### src/rtl/button_conditioner.sv
// button_conditioner: five-channel push-button front end.
// Each active-low raw button is synchronized, debounced and turned into an
// active-high level plus press/release pulses. The test channel (bit 4) also
// classifies each hold as short or long.
module button_conditioner #(
    parameter int DEBOUNCE_CYC = 1_000_000,
    parameter int LONG_CYC     = 250_000_000
) (
    input  logic       clk,
    input  logic       rst,
    input  logic [4:0] btn_raw,
    output logic [4:0] btn_level,
    output logic [4:0] btn_press,
    output logic [4:0] btn_release,
    output logic       test_long,
    output logic       test_short
);

    // Counter widths cover the full parameter value so nothing can wrap.
    localparam int DW = $clog2(DEBOUNCE_CYC + 1);
    localparam int HW = $clog2(LONG_CYC + 1);

    localparam logic [DW-1:0] DEB_LAST  = DW'(DEBOUNCE_CYC - 1);
    localparam logic [HW-1:0] HOLD_LAST = HW'(LONG_CYC - 1);
    localparam logic [HW-1:0] HOLD_MAX  = HW'(LONG_CYC);
    localparam logic [HW-1:0] HOLD_ONE  = HW'(1);

    typedef enum logic [1:0] {
        ST_IDLE,
        ST_HOLD,
        ST_LONG
    } hold_state_t;

    logic [4:0]    sync_meta;
    logic [4:0]    sync;
    logic [DW-1:0] stab_cnt [5];
    logic [4:0]    toggle;
    logic [4:0]    rise;
    logic [4:0]    fall;
    hold_state_t   state;
    logic [HW-1:0] hold_cnt;

    // Two-flop synchronizer on the inverted (active-high) raw buttons.
    always_ff @(posedge clk or posedge rst) begin
        // NOTE: sequential state uses non-blocking assignments so every flop
        // samples the pre-edge values of the others.
        if (rst) begin
            sync_meta <= '0;
            sync      <= '0;
        end else begin
            sync_meta <= ~btn_raw;
            sync      <= sync_meta;
        end
    end

    // A channel toggles once its synced input has disagreed with the level
    // for DEBOUNCE_CYC consecutive cycles.
    always_comb begin
        // NOTE: default first so no path leaves toggle unassigned (no latch).
        toggle = '0;
        for (int i = 0; i < 5; i++) begin
            toggle[i] = (sync[i] != btn_level[i]) && (stab_cnt[i] == DEB_LAST);
        end
    end

    assign rise = toggle & sync;
    assign fall = toggle & ~sync;

    // Per-channel stability counters, debounced levels and edge pulses.
    always_ff @(posedge clk or posedge rst) begin
        if (rst) begin
            // NOTE: the counter array is reset too, so a reset mid-debounce
            // throws away any partial count.
            for (int i = 0; i < 5; i++) begin
                stab_cnt[i] <= '0;
            end
            btn_level   <= '0;
            btn_press   <= '0;
            btn_release <= '0;
        end else begin
            btn_level   <= btn_level ^ toggle;
            btn_press   <= rise;
            btn_release <= fall;
            for (int i = 0; i < 5; i++) begin
                if ((sync[i] == btn_level[i]) || toggle[i]) begin
                    stab_cnt[i] <= '0;
                end else begin
                    stab_cnt[i] <= stab_cnt[i] + 1'b1;
                end
            end
        end
    end

    // Test-channel hold FSM. It acts on the same edge that produces the
    // press/release pulses, so test_short lines up with btn_release[4] and
    // test_long lands in the LONG_CYC-th debounced-high cycle.
    always_ff @(posedge clk or posedge rst) begin
        if (rst) begin
            state      <= ST_IDLE;
            hold_cnt   <= '0;
            test_long  <= 1'b0;
            test_short <= 1'b0;
        end else begin
            test_long  <= 1'b0;
            test_short <= 1'b0;
            case (state)
                ST_IDLE: begin
                    if (rise[4]) begin
                        state    <= ST_HOLD;
                        hold_cnt <= HOLD_ONE;
                    end
                end
                ST_HOLD: begin
                    if (fall[4]) begin
                        state      <= ST_IDLE;
                        hold_cnt   <= '0;
                        test_short <= 1'b1;
                    end else if (btn_level[4]) begin
                        if (hold_cnt == HOLD_LAST) begin
                            state     <= ST_LONG;
                            hold_cnt  <= HOLD_MAX;
                            test_long <= 1'b1;
                        end else begin
                            hold_cnt <= hold_cnt + 1'b1;
                        end
                    end
                end
                ST_LONG: begin
                    // Counter stays saturated at LONG_CYC until release.
                    if (fall[4]) begin
                        state    <= ST_IDLE;
                        hold_cnt <= '0;
                    end
                end
                default: begin
                    state    <= ST_IDLE;
                    hold_cnt <= '0;
                end
            endcase
        end
    end

endmodule

### config.mk
export PLATFORM = sky130hd
export DESIGN_NAME = button_conditioner
export DESIGN_NICKNAME = d
export VERILOG_FILES = /design/src/rtl/button_conditioner.sv
export SDC_FILE = /design/constraint.sdc
export NUM_CORES = 1
export LEC_CHECK = 0
export ABC_AREA = 1
export CAP_MARGIN = 25
export CORE_ASPECT_RATIO = 0.9
export CORE_MARGIN = 3
export CORE_UTILIZATION = 45
export CTS_CLUSTER_DIAMETER = 40
export DETAILED_ROUTE_END_ITERATION = 6
export SYNTH_ARGS = -nofsm -noshare
export SYNTH_HDL_FRONTEND = slang
export SYNTH_SLANG_ARGS = --single-unit
### constraint.sdc
create_clock -name clk -period 8.31 [get_ports clk]
set_input_delay 1.662 -clock clk [delete_from_list [all_inputs] [get_ports clk]]
set_output_delay 1.662 -clock clk [all_outputs]
set_load 0.005 [all_outputs]
==> results.ini, run 1 <==
[critical_path]
cp.required_ns = 6.65
critPathLaunchType = register
path_delay_family = buffers and inverters
arrival_ns = 1.44
reg2reg_depth = 7
crit_fanout = 6
path_cells = clkdlybuf4s50_1
slowest_delay_ns = 0.55
critPathCaptureType = primary output
cp_num_buf_inv = 1
path_class = register to primary output
crit_cells = 1
critical-path-slowest-cell = clkdlybuf4s50_1

[clock_network]
clockBufferDepth = 2
clk_pin_slew_ns = 0.06
ctsRootBufferMaster = clkbuf_16
postCtsSetupBuffers = 0
postCtsHoldBufs = 0
clkSinkCount = 157
cts_resized = 0
numCtsBuffers = 17
clk-insertion-delay-late_ns = 0.43
htree_levels = 4
cts_tree = done

[logic_synthesis]
netlist-cell-type-count = 34
yosys_warnings = 0
synthTopCellsByArea = dfrtp_1 (47%), nand2_1 (10%), nor2_1 (8.4%)
synth-main-ff-cell = dfrtp_1
postSynthAreaPerCell_um2 = 7.79
synth_commonest_cells = nand2_1 (222), nor2_1 (187), dfrtp_1 (157)
syn-num-nets = 1086
synth_top_area_cell = dfrtp_1
ys_seq_area_frac = 0.470
yosysMostFrequentCell = nand2_1
synth_top_area_share = 0.470
async_flop_share = 1.00
yosys_register_bits = 157
syn_inst = 1073
synth_edf_count = 0
syn-cell-area_um2 = 8360

[timing]
fin_crit_sh = 0.373
finalHoldViolCount = 0
maxSlewHeadroom = 0.438
slew_viol_final = 0
finalSetupViolations = 0
max_slew.worst_pin.slew_ns = 0.842
period_minus_slack_ns = 3.10
finalSetupTns_ns = 0
rsz0062_at_grt = false
finClkSkew_ns = 0.00847
fmax_mhz = 322

[floorplan]
start_util = 0.467
die_h_um = 135
core_um2 = 17900
row_count = 46
die_x_um = 150
top_level_ports = 24
dieArea_um2 = 20200

[global_route]
grt_usage = 0.181
grt_pass1_vias = 6224
met1_usage = 0.268
met3_usage = 0.0388
grt_busiest_layer = met2
grt_overflow = 0
use_met2 = 0.271
antenna_found_initial = 0
grt_pass1_wl_mm = 29.9
grt_max_degree = 82

[pwr]
irDropWorstVdd_mv = 0.144
p_per_area_nw_per_um2 = 170
leakagePower_nw = 4.09

[run_status]
status = finished clean

[detailed_routing]
routed_wl_mm = 17.0
drt_iter0_markers = 409
drt-pass1-iter-count = 5
ant_nets = 0
drc = 0
via_count = 6723
wire_per_inst_um = 12.5
via_per_inst = 4.95

[placed_design]
dpl.cell_count = 1326
hpwl_mm = 12.0
routabilityCongestion = 0.860
placed_cell_area_um2 = 8820
port_buffers = 23

[final_layout]
drive_above_1_share = 0.0688
diodes = 0
final_nets = 1119
fin_cells = 1359
syn_to_final_growth_pct = 13.0
fin_area_um2 = 9440
postLayoutCoreUtil = 0.528

[hold_path]
min_path_cells = 0
min_path_type = register to register

[flow_run]
maxCapViolCount = 0

## placed cells by master, fill, tap and decap left out, types with 7 or more instances in the layout
cell type / count
clkdlybuf4s50_1: 23
nand3_1: 61
xnor2_1: 18
nor3_1: 63
xor2_1: 38
nor2_2: 10
dfrtp_1: 157
clkbuf_16: 17
nand2_2: 11
inv_1: 137
nor3b_1: 11
nand2_1: 222
o21ai_0: 33
nand4_1: 33
nor4_1: 8
nor2_1: 187
a21oi_1: 25
o21ai_1: 7
## final timing paths
kind,startpoint,end,slack [ns]
hold / removal,sync_meta[1]$_DFF_PP0_,sync[1]$_DFF_PP0_,0.35
hold reg to reg,sync_meta[1]$_DFF_PP0_,sync[1]$_DFF_PP0_,0.35
min in group asynchronous,rst,stab_cnt[26]$_DFF_PP0_,1.74
setup reg to reg,stab_cnt[0]$_DFF_PP0_,hold_cnt[6]$_DFFE_PP0P_,5.98
max in group asynchronous,rst,sync[4]$_DFF_PP0_,5.50
setup / recovery,register,btn_level[4],5.21
## stage by stage
stage / setup WS (ns) / hold slack [ns] / power [mW]
final: 5.21 / 0.349 / 1.60
after global routing: 5.12 / 0.357 / 1.67
after CTS: 4.96 / 0.351 / 1.62
after detailed placement: 4.48 / 0.336 / 0.837
after global placement: 4.52 / 0.334 / 0.836
after floorplan: 2.41 / 0.331 / 0.823
## report_power, final
part	switching (mW)	internal, mW	leakage [nW]
Clock	0.327	0.455	0.280
Combinational	0.0312	0.0117	1.66
Sequential	0.00648	0.773	2.16
Total	0.365	1.24	4.09
## kinds of logic after synthesis
group                      after synthesis  synth area share
and+or+nand+nor                        626             0.340
adders and majority gates                6           0.00898
buffers and inverters                  151            0.0729
xor gates and xnor gates                56            0.0587
AOI/OAI and AO/OA                       77            0.0496
DFF                                    157             0.470
## registers in the layout, indices dropped and copies added (netlist names), named ones only
name	flops
btn_release	5
hold_cnt	28
sync_meta	5
stab_cnt	100
state	2
test_long	1
btn_press	5
test_short	1
sync	5
## area by class of cell
class	instances	area [um2]
Tap cell	240	300
Multi-Input combinational cell	765	3820
Inverter	139	527
Timing Repair Buffer	26	273
Sequential cell	157	3930
Clock inverter	14	156
Clock buffer	18	439
Fill cell	1745	8460
## metal layers
layer / share of wire / vias to the layer above
met1: 0.51 / 3081
met5: 0 / -
met4: 0.011 / 0
li1: - / 3516
met2: 0.43 / 112
met3: 0.043 / 14
(Power assumes the default switching activity.)
==> run 2: changes to the inputs <==
==> constraint.sdc (replaced) <==
create_clock -name clk -period 2.59 [get_ports clk]
set_input_delay 0.518 -clock clk [delete_from_list [all_inputs] [get_ports clk]]
set_output_delay 0.518 -clock clk [all_outputs]
set_load 0.005 [all_outputs]
==> run 2 against run 1 <==
Non-clock buffer count is 4 higher. Global-route usage is 0.23 points lower. Hold slack worse by 0.0040 ns. Sequential power grew to 3.2 times the previous value. Final area is 1.1% higher. Total power grew to 3.4 times the previous value. Sequential share of layout area is 0.45 points lower. Sequential cell count stayed put. Critical endpoint is now stab_cnt[17]$_DFF_PP0_. Largest cell class unchanged. Largest power group unchanged.
==> results.ini, run 2 (synthesis results as in run 1) <==
[global_route]
grt_max_degree = 66
grt_overflow = 0
grt_pass1_wl_mm = 29.6
antenna_found_initial = 0
grt_usage = 0.179
grt_pass1_vias = 6285

[floorplan]
die_h_um = 135
die_x_um = 150
dieArea_um2 = 20200
top_level_ports = 24
core_um2 = 17900
start_util = 0.467
row_count = 46

[detailed_routing]
via_count = 6740
drt_iter0_markers = 427
wire_per_inst_um = 12.4
ant_nets = 0
via_per_inst = 4.94
routed_wl_mm = 16.9
drc = 0
drt-pass1-iter-count = 7

[pwr]
p_per_area_nw_per_um2 = 566
irDropWorstVdd_mv = 0.397
leakagePower_nw = 4.15

[critical_path]
slowest_delay_ns = 0.37
path_cells = ha_1 > nand3_2 > nor2_4 > nand3_1 > o21ai_2 > inv_1 > o21ai_1 > a21oi_1
crit_fanout = 14
reg2reg_from = stab_cnt[0]$_DFF_PP0_
critPathLaunchType = register
critPathCaptureType = register
path_delay_family = simple AND/OR/NAND/NOR gates
arrival_ns = 2.31
cp_num_buf_inv = 1
reg2reg_depth = 8
critical-path-slowest-cell = dfrtp_1
path_class = register to register
timing.rr.end = stab_cnt[17]$_DFF_PP0_
rrSetupSlack_ns = 0.59
cp.required_ns = 2.90

[flow_run]
maxCapViolCount = 0

[clock_network]
numCtsBuffers = 17
clkSinkCount = 157
ctsRootBufferMaster = clkbuf_16
clk-insertion-delay-late_ns = 0.43
postCtsSetupBuffers = 0
clk_pin_slew_ns = 0.06
cts_resized = 0
cts_tree = done
clockBufferDepth = 2
postCtsHoldBufs = 0
htree_levels = 4

[run_status]
status = finished clean

[final_layout]
diodes = 0
final_nets = 1123
final_cell_mix = nand2_1 (222), nor2_1 (187), dfrtp_1 (157)
top_regs = stab_cnt (100), hold_cnt (28)
largest_reg_flops = 100
syn_to_final_growth_pct = 14.2
drive_above_1_share = 0.0721
regMostFlops = stab_cnt
layout_commonest_cell = nand2_1
fin_area_um2 = 9550
postLayoutCoreUtil = 0.533
fillCellCount = 1681

[timing]
maxSlewHeadroom = 0.457
finalSetupViolations = 0
finClkSkew_ns = 0.0116
period_minus_slack_ns = 2.00
finalHoldViolCount = 0
rsz0062_at_grt = false
slew_viol_final = 0
max_slew.worst_pin.slew_ns = 0.814
fmax_mhz = 501
fin_crit_sh = 0.771
finalSetupTns_ns = 0

[placed_design]
routabilityCongestion = 0.905
placed_cell_area_um2 = 8890
hpwl_mm = 12.2
port_buffers = 23

[hold_path]
min_path_type = input pin to asynchronous set/reset pin

## run 2: cell type report
| type | count | area (um2) | share of cell area |
|---|---|---|---|
| inverter | 139 | 526 | 0.0550 |
| clock inverter | 14 | 213 | 0.0223 |
| timing repair buffer | 30 | 320 | 0.0336 |
| tap | 240 | 300 | 0.0315 |
| clock buffer | 18 | 439 | 0.0460 |
| multi-input combinational | 765 | 3820 | 0.400 |
| sequential | 157 | 3930 | 0.412 |
## run 2: metal layers
layer | GRT usage | part of all wire | vias to the layer above
li1 | - | - | 3516
met2 | 0.264 | 0.43 | 132
met4 | 0.0584 | 0.014 | 0
met3 | 0.0361 | 0.041 | 22
met5 | 0 | 0 | -
met1 | 0.265 | 0.52 | 3070
## run 2: worst reg2reg max path, delay by kind of cell (launching register included)
family	cells	cell delay [ns]
and+or+nand+nor	3	0.51
AOI/OAI and AO/OA	3	0.49
DFF	1	0.37
buffers and inverters	1	0.30
adders and majority gates	1	0.21
## run 2: how the worst max path moves through the flow
stage	from	slack [ns]	endpoint	cells after the start
2_1_floorplan	rst	0.09	asynchronous set/reset pin	1
3_3_place_gp	hold_cnt[0]$_DFFE_PP0P_	0.66	hold_cnt[19]$_DFFE_PP0P_	10
3_5_place_dp	stab_cnt[0]$_DFF_PP0_	0.60	stab_cnt[17]$_DFF_PP0_	8
4_1_cts	stab_cnt[0]$_DFF_PP0_	0.58	stab_cnt[17]$_DFF_PP0_	8
5_1_grt	stab_cnt[0]$_DFF_PP0_	0.39	stab_cnt[4]$_DFF_PP0_	8
6_report	stab_cnt[0]$_DFF_PP0_	0.59	stab_cnt[17]$_DFF_PP0_	8
## run 2: power by group
group          total [mW]  leakage (nW)  internal, mW  switching [mW]
Sequential           2.50          2.16          2.48          0.0212
Clock                2.76         0.321          1.74            1.02
Combinational       0.142          1.68        0.0426          0.0994
## run 2: through the flow
| stage | hold slack (ns) | worst slack, ns | instances | total power, mW |
|---|---|---|---|---|
| after floorplan | 0.331 | 0.0851 | 1073 | 2.64 |
| after global placement | 0.335 | 0.661 | 1331 | 2.69 |
| after detailed placement | 0.335 | 0.597 | 1331 | 2.69 |
| after CTS | 0.346 | 0.582 | 1363 | 5.48 |
| after global routing | 0.355 | 0.388 | 1363 | 5.60 |
| final | 0.345 | 0.593 | 1363 | 5.40 |
==> run 3: changes to the inputs <==
==> constraint.sdc (replaced) <==
create_clock -name clk -period 2 [get_ports clk]
set_input_delay 0.4 -clock clk [delete_from_list [all_inputs] [get_ports clk]]
set_output_delay 0.4 -clock clk [all_outputs]
set_load 0.005 [all_outputs]
==> run 3 against run 2 <==
Clock skew is 0.0047 ns lower. Worst setup slack worse by 0.47 ns. Via count is 0.13% higher. Combinational power is 40% higher. Utilization is 0.34 points higher. Critical endpoint is now btn_level[4]. Highest routed layer unchanged.
==> results.ini, run 3 (synthesis results as in run 1) <==
[global_route]
grt_pass1_vias = 6252
grt_max_degree = 53
grt_pass1_wl_mm = 29.7
grt_usage = 0.180
grt_overflow = 0
antenna_found_initial = 0

[final_layout]
largest_reg_flops = 100
regMostFlops = stab_cnt
top_regs = stab_cnt (100), hold_cnt (28)
final_cell_mix = nand2_1 (222), nor2_1 (186), dfrtp_1 (157)
drive_above_1_share = 0.0811
fillCellCount = 1652
diodes = 0
syn_to_final_growth_pct = 14.9
layout_commonest_cell = nand2_1
final_nets = 1135

[detailed_routing]
via_count = 6749
wl_met2_mm = 7.48
ant_nets = 0
wl_met1_mm = 8.96
drt-pass1-iter-count = 5
via_per_inst = 4.91
routed_wl_mm = 17.3
wire_per_inst_um = 12.6
drc = 0
top_layer_used = met4
drt_iter0_markers = 443
met3_length_um = 621

[critical_path]
arrival_ns = 1.48
cp_num_buf_inv = 1
path_class = register to primary output
critPathCaptureType = primary output
critical-path-slowest-cell = clkdlybuf4s50_1
slowest_delay_ns = 0.56
path_cells = clkdlybuf4s50_1
path_delay_family = buffers and inverters
cp.required_ns = 1.60
crit_fanout = 6
critPathLaunchType = register

[clock_network]
clockBufferDepth = 2
clkSinkCount = 157
clk-insertion-delay-late_ns = 0.43
htree_levels = 4
ctsRootBufferMaster = clkbuf_16
clk_pin_slew_ns = 0.06
cts_tree = done
numCtsBuffers = 17

[pwr]
leakagePower_nw = 4.17
comb_power_share = 0.030
irDropWorstVdd_mv = 0.527
p_seq_frac = 0.488
finalPower_mw = 6.64
p_int_mw = 5.18
p_clk_frac = 0.482
p_per_area_nw_per_um2 = 691
swShare = 0.219
p_sw_mw = 1.45

[flow_run]
maxCapViolCount = 0

[timing]
finClkSkew_ns = 0.00691
rsz0062_at_grt = false
finalSetupTns_ns = 0
layout_setup_ws_ns = 0.121
slew_viol_final = 0
maxSlewHeadroom = 0.649
fmax_mhz = 532
period_minus_slack_ns = 1.88
finalHoldViolCount = 0
max_slew.worst_pin.slew_ns = 0.524
finalSetupViolations = 0
fin_crit_sh = 0.939

[placed_design]
hpwl_mm = 12.4
port_buffers = 23
pre_cts_ws_ns = 0.0753
routabilityCongestion = 0.873

[floorplan]
core_um2 = 17900
die_x_um = 150
row_count = 46
dieArea_um2 = 20200
start_util = 0.467
top_level_ports = 24
die_h_um = 135

[run_status]
status = finished clean

[hold_path]
min_path_type = input pin to asynchronous set/reset pin

run 3: cell count changes in the layout (fill, tap and decap cells not counted), sizes merged:
cell      before  now
clkinv         5    2
clkbuf        18   23
buf            7   19
inv          141  139
clkinvlp       2    5
bufinv         5    2
run 3: worst paths after layout:
path	startpoint	end	slack (ns)	cells after the start
setup / recovery	register	btn_level[4]	0.12	1
hold / removal	rst	stab_cnt[23]$_DFF_PP0_	0.32	2
setup reg to reg	stab_cnt[0]$_DFF_PP0_	hold_cnt[18]$_DFFE_PP0P_	0.16	8
hold reg to reg	sync_meta[3]$_DFF_PP0_	sync[3]$_DFF_PP0_	0.35	0
max in group asynchronous	rst	stab_cnt[41]$_DFF_PP0_	1.08	3
min in group clk	sync_meta[3]$_DFF_PP0_	sync[3]$_DFF_PP0_	0.35	0
run 3: stage by stage:
| stage | instance area, um2 | util | hold slack (ns) | cells |
|---|---|---|---|---|
| 4_1_cts | 9560 | 0.534 | 0.318 | 1374 |
| 3_3_place_gp | 8980 | 0.502 | 0.332 | 1342 |
| 2_1_floorplan | 8360 | - | 0.331 | 1073 |
| 5_1_grt | 9610 | 0.537 | 0.324 | 1375 |
| 6_report | 9610 | 0.537 | 0.322 | 1375 |
| 3_5_place_dp | 8980 | 0.502 | 0.335 | 1342 |
run 3: cell type report:
class	instances	area (um2)	area share
Clock buffer	23	468	0.0487
Clock inverter	9	110	0.0115
Inverter	139	529	0.0551
Multi-Input combinational cell	765	3850	0.400
Sequential cell	157	3930	0.409
Tap cell	240	300	0.0313
Timing Repair Buffer	42	423	0.0440
run 3: what timing repair did:
action | CTS | global route
hold buffers | 0 | 0
setup endpoints to repair | 0 | 28
buffers inserted | 0 | 1
resized for setup | 0 | 6
run 3: power groups by stage:
stage	registers, mW	clock network [mW]	logic (mW)
6_report	3.24	3.20	0.199
5_1_grt	3.24	3.44	0.238
4_1_cts	3.24	3.29	0.207
3_5_place_dp	3.29	0	0.206
3_3_place_gp	3.29	0	0.204
2_1_floorplan	3.29	0	0.130
run 3: per-layer routing:
layer | global-route usage | vias to the layer above
met5 | 0 | -
met4 | 0.0513 | 0
met3 | 0.0395 | 19
met2 | 0.272 | 109
met1 | 0.263 | 3083
li1 | - | 3538
